File: src/rtl/regfile_pkg.sv
// Shared types and default sizing for the parameterised register file.
// Latency: n/a (declarations only).
// Backpressure: n/a.
package regfile_pkg;

    localparam int DATA_W_DEF = 20;
    localparam int ADDR_W_DEF = 4;

    // CLEAR walks every entry to zero after reset, READY serves normal traffic
    typedef enum logic {
        CLEAR = 1'b0,
        READY = 1'b1
    } state_t;

endpackage

File: src/rtl/regfile_clear_ctrl.sv
// Post-reset clear sequencer: steps clr_addr over every entry, then releases busy.
// Latency: busy stays high for exactly 2**ADDR_W edges after rst is released.
// Backpressure: none; while busy the owner must ignore external writes.
module regfile_clear_ctrl
    import regfile_pkg::*;
#(
    parameter int ADDR_W = ADDR_W_DEF
) (
    input  logic              clk,
    input  logic              rst,
    output logic              busy,
    output logic              clr_we,
    output logic [ADDR_W-1:0] clr_addr
);

    state_t            r_state;
    state_t            w_state_nxt;
    logic [ADDR_W-1:0] r_clr_cnt;
    logic [ADDR_W-1:0] w_clr_cnt_nxt;

    // State and clear counter registers; reset holds the sequence at entry 0
    always_ff @(posedge clk) begin
        if (rst) begin
            r_state   <= CLEAR;
            r_clr_cnt <= '0;
        end else begin
            r_state   <= w_state_nxt;
            r_clr_cnt <= w_clr_cnt_nxt;
        end
    end

    // Next-state: count through every entry, leave CLEAR on the last one
    always_comb begin
        w_state_nxt   = r_state;
        w_clr_cnt_nxt = r_clr_cnt;
        busy          = 1'b0;
        clr_we        = 1'b0;
        case (r_state)
            CLEAR: begin
                busy          = 1'b1;
                clr_we        = 1'b1;
                // natural wrap brings the counter back to 0 on the final step
                w_clr_cnt_nxt = r_clr_cnt + ADDR_W'(1);
                if (&r_clr_cnt) begin
                    w_state_nxt = READY;
                end
            end
            READY: begin
                w_state_nxt = READY;
            end
            default: begin
                w_state_nxt = CLEAR;
            end
        endcase
    end

    assign clr_addr = r_clr_cnt;

endmodule

File: src/rtl/param_regfile.sv
// 1-write / 2-read register file with optional write-first bypass and hardwired zero entry.
// Latency: reads are registered, data appears one edge after rdN_en.
// Backpressure: writes issued while busy (clearing) are silently dropped.
module param_regfile
    import regfile_pkg::*;
#(
    parameter int DATA_W   = DATA_W_DEF,
    parameter int ADDR_W   = ADDR_W_DEF,
    parameter int BYPASS   = 1,
    parameter int ZERO_REG = 0
) (
    input  logic              clk,
    input  logic              rst,
    input  logic              wr_en,
    input  logic [ADDR_W-1:0] wr_addr,
    input  logic [DATA_W-1:0] wr_data,
    input  logic              rd0_en,
    input  logic [ADDR_W-1:0] rd0_addr,
    output logic [DATA_W-1:0] rd0_data,
    input  logic              rd1_en,
    input  logic [ADDR_W-1:0] rd1_addr,
    output logic [DATA_W-1:0] rd1_data,
    output logic              busy
);

    localparam int DEPTH = 2 ** ADDR_W;

    logic [DATA_W-1:0] r_mem [DEPTH];
    logic [DATA_W-1:0] r_rd0_data;
    logic [DATA_W-1:0] r_rd1_data;

    logic              w_busy;
    logic              w_clr_we;
    logic [ADDR_W-1:0] w_clr_addr;
    logic              w_wr_ok;
    logic              w_fwd0;
    logic              w_fwd1;
    logic [DATA_W-1:0] w_rd0_val;
    logic [DATA_W-1:0] w_rd1_val;

    regfile_clear_ctrl #(
        .ADDR_W (ADDR_W)
    ) u_clear_ctrl (
        .clk      (clk),
        .rst      (rst),
        .busy     (w_busy),
        .clr_we   (w_clr_we),
        .clr_addr (w_clr_addr)
    );

    // Read-side selection: zero entry, then bypass from the write port, then storage
    always_comb begin
        // a write to entry 0 of a zero-register file never lands, so it never forwards either
        w_wr_ok   = wr_en && !w_busy && !((ZERO_REG != 0) && (wr_addr == '0));
        w_fwd0    = (BYPASS != 0) && w_wr_ok && (rd0_addr == wr_addr);
        w_fwd1    = (BYPASS != 0) && w_wr_ok && (rd1_addr == wr_addr);
        w_rd0_val = r_mem[rd0_addr];
        w_rd1_val = r_mem[rd1_addr];
        if ((ZERO_REG != 0) && (rd0_addr == '0)) begin
            w_rd0_val = '0;
        end else if (w_fwd0) begin
            w_rd0_val = wr_data;
        end
        if ((ZERO_REG != 0) && (rd1_addr == '0)) begin
            w_rd1_val = '0;
        end else if (w_fwd1) begin
            w_rd1_val = wr_data;
        end
    end

    // Storage: no reset of its own, zeroed by the clear walk, then written by the user port
    always_ff @(posedge clk) begin
        if (!rst) begin
            if (w_clr_we) begin
                r_mem[w_clr_addr] <= '0;
            end else if (w_wr_ok) begin
                r_mem[wr_addr] <= wr_data;
            end
        end
    end

    // Registered read ports: forced to zero while clearing, hold when not enabled
    always_ff @(posedge clk) begin
        if (rst || w_busy) begin
            r_rd0_data <= '0;
            r_rd1_data <= '0;
        end else begin
            if (rd0_en) begin
                r_rd0_data <= w_rd0_val;
            end
            if (rd1_en) begin
                r_rd1_data <= w_rd1_val;
            end
        end
    end

    assign rd0_data = r_rd0_data;
    assign rd1_data = r_rd1_data;
    assign busy     = w_busy;

endmodule

File: config.mk
export PLATFORM = sky130hd
export DESIGN_NAME = param_regfile
export DESIGN_NICKNAME = d
export VERILOG_FILES = /design/src/rtl/regfile_pkg.sv /design/src/rtl/regfile_clear_ctrl.sv /design/src/rtl/param_regfile.sv
export SDC_FILE = /design/constraint.sdc
export NUM_CORES = 1
export LEC_CHECK = 0
export ABC_AREA = 1
export CAP_MARGIN = 20
export CORE_UTILIZATION = 55
export DETAILED_ROUTE_END_ITERATION = 16
export PLACE_DENSITY = 0.7
export SYNTH_ARGS = -nofsm -noshare
export SYNTH_HDL_FRONTEND = slang
export SYNTH_SLANG_ARGS = --single-unit
File: constraint.sdc
create_clock -name clk -period 2.8 [get_ports clk]
set_clock_uncertainty 0.1 [all_clocks]
set_input_delay 0.56 -clock clk [delete_from_list [all_inputs] [get_ports clk]]
set_output_delay 0.56 -clock clk [all_outputs]
set_load 0.02 [all_outputs]
# Yosys cells after proc, flatten, opt, wreduce, memory -nomap -nowiden
# Memory sizes are Yosys's and may differ from the RTL's. A register that Yosys moved wholly into a read port is not among the register bits.
# Cells that the tools add are included.
# totals
word_cells,21
mem_count,1
mem_bits_rw,320
register_bits,5
# memory_table
memory,depth,word_bits,read_ports,rd_clocked_by_memory_dff,wr,line_no,text
r_mem,16,20,2,2,1,param_regfile.sv:28,logic [DATA_W-1:0] r_mem [DEPTH];
# classes
muxes,12
n_reduce_logical,4
bitwise,1
n_addsub,1
# ops
op,count
$mux 20,1
$reduce_or 20->1,1
$mux 1,9
$add 4x1->4 const B,1
$mux 4,1
$reduce_and 4->1,1
$pmux 1 s2,1
$logic_and 1x1->1,1
$logic_or 1x1->1,1
$not 1->1,1

# Logic depth before layout (Yosys ltp)
# depth
depth_word,7
ltp_mapped,14

# Hierarchy
# Synthesis repeated with hierarchy kept, for this count alone.
# unflattened
cells_unflattened,2236
hier_area_um2,18909.4
# by_module_without_submodules
module,cells_per_inst,n_inst,area_per_inst_um2,seq_area_each_um2
param_regfile,2208,1,18697.9,10410.0
regfile_clear_ctrl,28,1,211.5,100.1

# Least setup slack after synthesis
# OpenSTA, ideal clock, no wires.
# synth_timing
kind,input to register
from,in rst
to,"mem r_mem[12][0] in the netlist's numbering, enable pin"
setup_time_ns,0.397
stages,7
required_time_ns,2.303
slack_ns,0.314
arrival_ns,1.989
path_cell_list,inv_2 nand3_4 nand2_1 nand2_2 inv_1 nand3_1 nor2_1
# synth_via
elab_chain_cells,4
word_cells_on_any_way,7
# synth_lines
element,line_no,text
from (decl),param_regfile.sv:13,"input logic rst,"
$mux 1,param_regfile.sv:73,if (!rst) begin
$mux 1 (not written as such),param_regfile.sv:77,r_mem[wr_addr] <= wr_data;
$reduce_or 20->1 (no source line),-,
$mux 4 (no source line) or $mux 1 (tied branches),-,
to (decl),param_regfile.sv:28,
# Several ways; a longest one is shown, not always the timed one.

# Worst setup path in the final report
# layout_timing
from,reg u_clear_ctrl.r_state
to,out busy
# layout_via
elab_chain_cells,1
# layout_lines
element,line_no,text
from (decl),regfile_clear_ctrl.sv:16,state_t r_state;
from (signal assigned),regfile_clear_ctrl.sv:27,r_state <= w_state_nxt;
$mux 1,regfile_clear_ctrl.sv:38,case (r_state)
to (decl),param_regfile.sv:23,output logic busy
# No other way between the ends.

==> results.py <==
metrics = {
    "timing": {
        "fin_crit_sh_pct": 88.3,
        "period_minus_slack_ns": 2.47,
        "relSlewSlack_pct": 39.8,
        "drv_slew": 0,
        "rsz0062_at_grt": "false",
        "setup_ws_ns": 0.328,
        "worst_slew_pin_slew_ns": 0.903,
        "hold_viol_final": 0,
        "finalSetupTns_ns": 0,
        "fmax_mhz": 405,
        "setup_viol": 0,
    },
    "cts": {
        "clkTransAtPathRegs_ns": 0.06,
        "clockBufferDepth": 3,
        "cts_made_buffers": 41,
        "postCtsSetupRepairBufs": 0,
        "htree_levels": 2,
        "cts.sinks": 365,
        "holdBufCountCts": 0,
        "cts_tree": "done",
        "cts-root-buf": "clkbuf_16",
        "cts_resized": 0,
        "clock_latency_ns": 0.54,
    },
    "placed_design": {
        "place_ws_ns": 0.0660,
        "dpl_cell_area_um2": 20200,
        "dpl.hpwl_um": 35200,
        "portBuffers": 77,
        "gp_congestion": 0.906,
    },
    "global_routing": {
        "grt_first_pass_wirelength_um": 88200,
        "grt_usage_pct": 34.1,
        "grt_pass1_vias": 15800,
        "grt_max_degree": 161,
        "antenna_found_initial": 0,
        "grt-ovfl-total": 0,
    },
    "synthesis": {
        "syn_area_um2": 18500,
        "synth_seq_area_share_pct": 56.8,
        "ys_types": 22,
        "ys_ff_latch": 365,
        "synth_area_leaders": "edfxtp_1 52%, nand2_1 20%, nand3_1 14%, dfxtp_1 4.9%, clkbuf_1 1.6%",
        "synth.largest_area_cell": "edfxtp_1",
        "avgSynthCellArea_um2": 8.26,
        "synth_cells": 2240,
        "synth_nets": 2278,
        "synth_warnings": 0,
        "synth_top_area_share_pct": 52.0,
    },
    "worst_setup_path": {
        "startpoint_type": "flip-flop",
        "crit_fanout": 10,
        "cp-endpoint": "busy",
        "required_ns": 2.14,
        "crit_chain": "inv_1 > clkdlybuf4s50_1",
        "worst_path_max_delay_cell": "clkdlybuf4s50_1",
        "worst-endpoint-arrival_ns": 1.81,
        "r2r-end": "r_mem[15][17]",
        "criticalPathCategory": "flip-flop to primary output",
        "r2r-start": "u_clear_ctrl.r_state",
        "startpoint": "u_clear_ctrl.r_state",
        "regToRegSetupSlack_ns": 0.51,
        "rr_worst_depth": 7,
        "end_kind": "primary output",
        "cpPeakStageDelay_ns": 0.57,
    },
    "routing": {
        "vias_per_cell": 6.08,
        "via_count": 16800,
        "ant_nets": 0,
        "routedWlPerCell_um": 21.0,
        "drt-initial-drc-count": 2504,
        "drtPass1Iterations": 7,
        "drc": 0,
        "finalWirelength_um": 58000,
    },
    "floorplan": {
        "start_util_pct": 56.4,
        "num_io_pins": 78,
        "dieArea_um2": 34400,
        "die_y_um": 185,
        "chipWidth_um": 185,
        "rows": 66,
        "core_um2": 32800,
    },
    "final_layout": {
        "fin_area_um2": 21500,
        "layout-drive-gt1-share_pct": 8.17,
        "syn_to_final_growth_pct": 16.4,
        "fin_util_pct": 65.7,
        "diodes": 0,
        "num-nets-final": 2331,
    },
    "pwr": {
        "ir_drop_mv": 0.443,
        "power_density_nw_per_um2": 572,
        "cellLeakagePower_nw": 8.82,
    },
    "min_path": {
        "hold_path.class": "flip-flop to flip-flop",
        "holdPathStages": 2,
    },
    "run_status": {
        "outcome": "complete, no violations",
    },
    "run": {
        "max_cap_viol_count": 0,
    },
}
==> sequential cells by signal, summed over array words and instances, names as in the netlist <==
signal                 cells
r_mem                    320
rd0_data                  20
rd1_data                  20
u_clear_ctrl.clr_addr      4
u_clear_ctrl.r_state       1
==> where the power goes <==
| group | switching [mW] | leakage, nW | total [mW] | internal (mW) |
|---|---|---|---|---|
| clock network | 2.17 | 0.631 | 5.15 | 2.98 |
| registers | 0.0251 | 3.79 | 5.92 | 5.90 |
| logic | 0.864 | 4.40 | 1.24 | 0.376 |
| total | 3.06 | 8.82 | 12.3 | 9.25 |
==> per-layer routing <==
metal / up-vias / GRT usage (%) / part of all wire [%]
li1: 7639 / - / -
met1: 7730 / 47.8 / 39
met2: 1297 / 50.9 / 44
met3: 169 / 9.02 / 15
met4: 0 / 12.2 / 3.1
met5: - / 0 / 0
==> cell usage after synthesis <==
master	instances
nand2_2	1
inv_1	79
o21ai_0	3
clkbuf_1	79
nand2_1	979
a21oi_2	1
buf_4	3
nor2_4	1
edfxtp_1	320
a21oi_1	43
nor2_1	20
o41ai_1	1
nand3_1	532
buf_2	45
ha_1	1
nand3_4	1
nor3_1	2
buf_1	34
inv_2	5
nor2_2	2
nand4_1	43
dfxtp_1	45
==> kinds of logic (layout without fill, tap and decap cells) <==
family	after synthesis	after routing	share of synthesized area (%)
AND/OR/NAND/NOR	1581	1581	36.4
buffers and inverters	245	330	5.34
AO/OA/AOI/OAI	48	48	1.34
flip-flops	365	365	56.8
adder cells (fa/ha/maj)	1	1	0.0676
==> area by class of cell <==
class,count,area [um^2]
tap,442,553
clock inverter,23,151
clock buffer,52,1140
inverter,84,320
fill,2680,11300
sequential,365,10500
multi-input combinational,1630,7040
timing repair buffer,171,1810
==> worst max-delay path: cells and delay by family, from the launching register on <==
family | cells | cell delay [ns]
flops | 1 | 0.56
buf+inv | 2 | 0.73
==> per-stage QoR <==
step	power [mW]	hold slack [ns]	instances
6_report	12.3	0.363	2767
5_1_grt	12.7	0.374	2767
4_1_cts	12.3	0.364	2767
3_5_place_dp	7.23	0.354	2692
3_3_place_gp	7.22	0.352	2692
2_1_floorplan	6.77	0.379	2240
==> cell usage in the layout (no fill, tap or decap), types with 2 or more instances in the layout <==
master           count
clkbuf_16           43
clkinv_1             6
clkinv_2             9
nor2_2              18
dfxtp_1             45
buf_12              29
inv_4                3
a21oi_1             43
clkinvlp_4           4
nor2_1               4
buf_4               67
clkbuf_8             3
edfxtp_1           320
nand2_1            979
clkbuf_1             6
clkdlybuf4s50_1     71
nand3_1            532
nor3_1               2
buf_2                4
nand4_1             43
o21ai_0              3
inv_1               79
inv_2                3
==> worst min-delay path by stage <==
stage	startpoint	end
3_5_place_dp	rd1_data[6]	rd1_data[6]
3_3_place_gp	rd1_data[10]	rd1_data[10]
6_report	rd1_data[6]	rd1_data[6]
4_1_cts	rd1_data[6]	rd1_data[6]
5_1_grt	rd1_data[6]	rd1_data[6]
2_1_floorplan	u_clear_ctrl.clr_addr[3]	u_clear_ctrl.clr_addr[3]
Power figures use the tool's default switching activity.
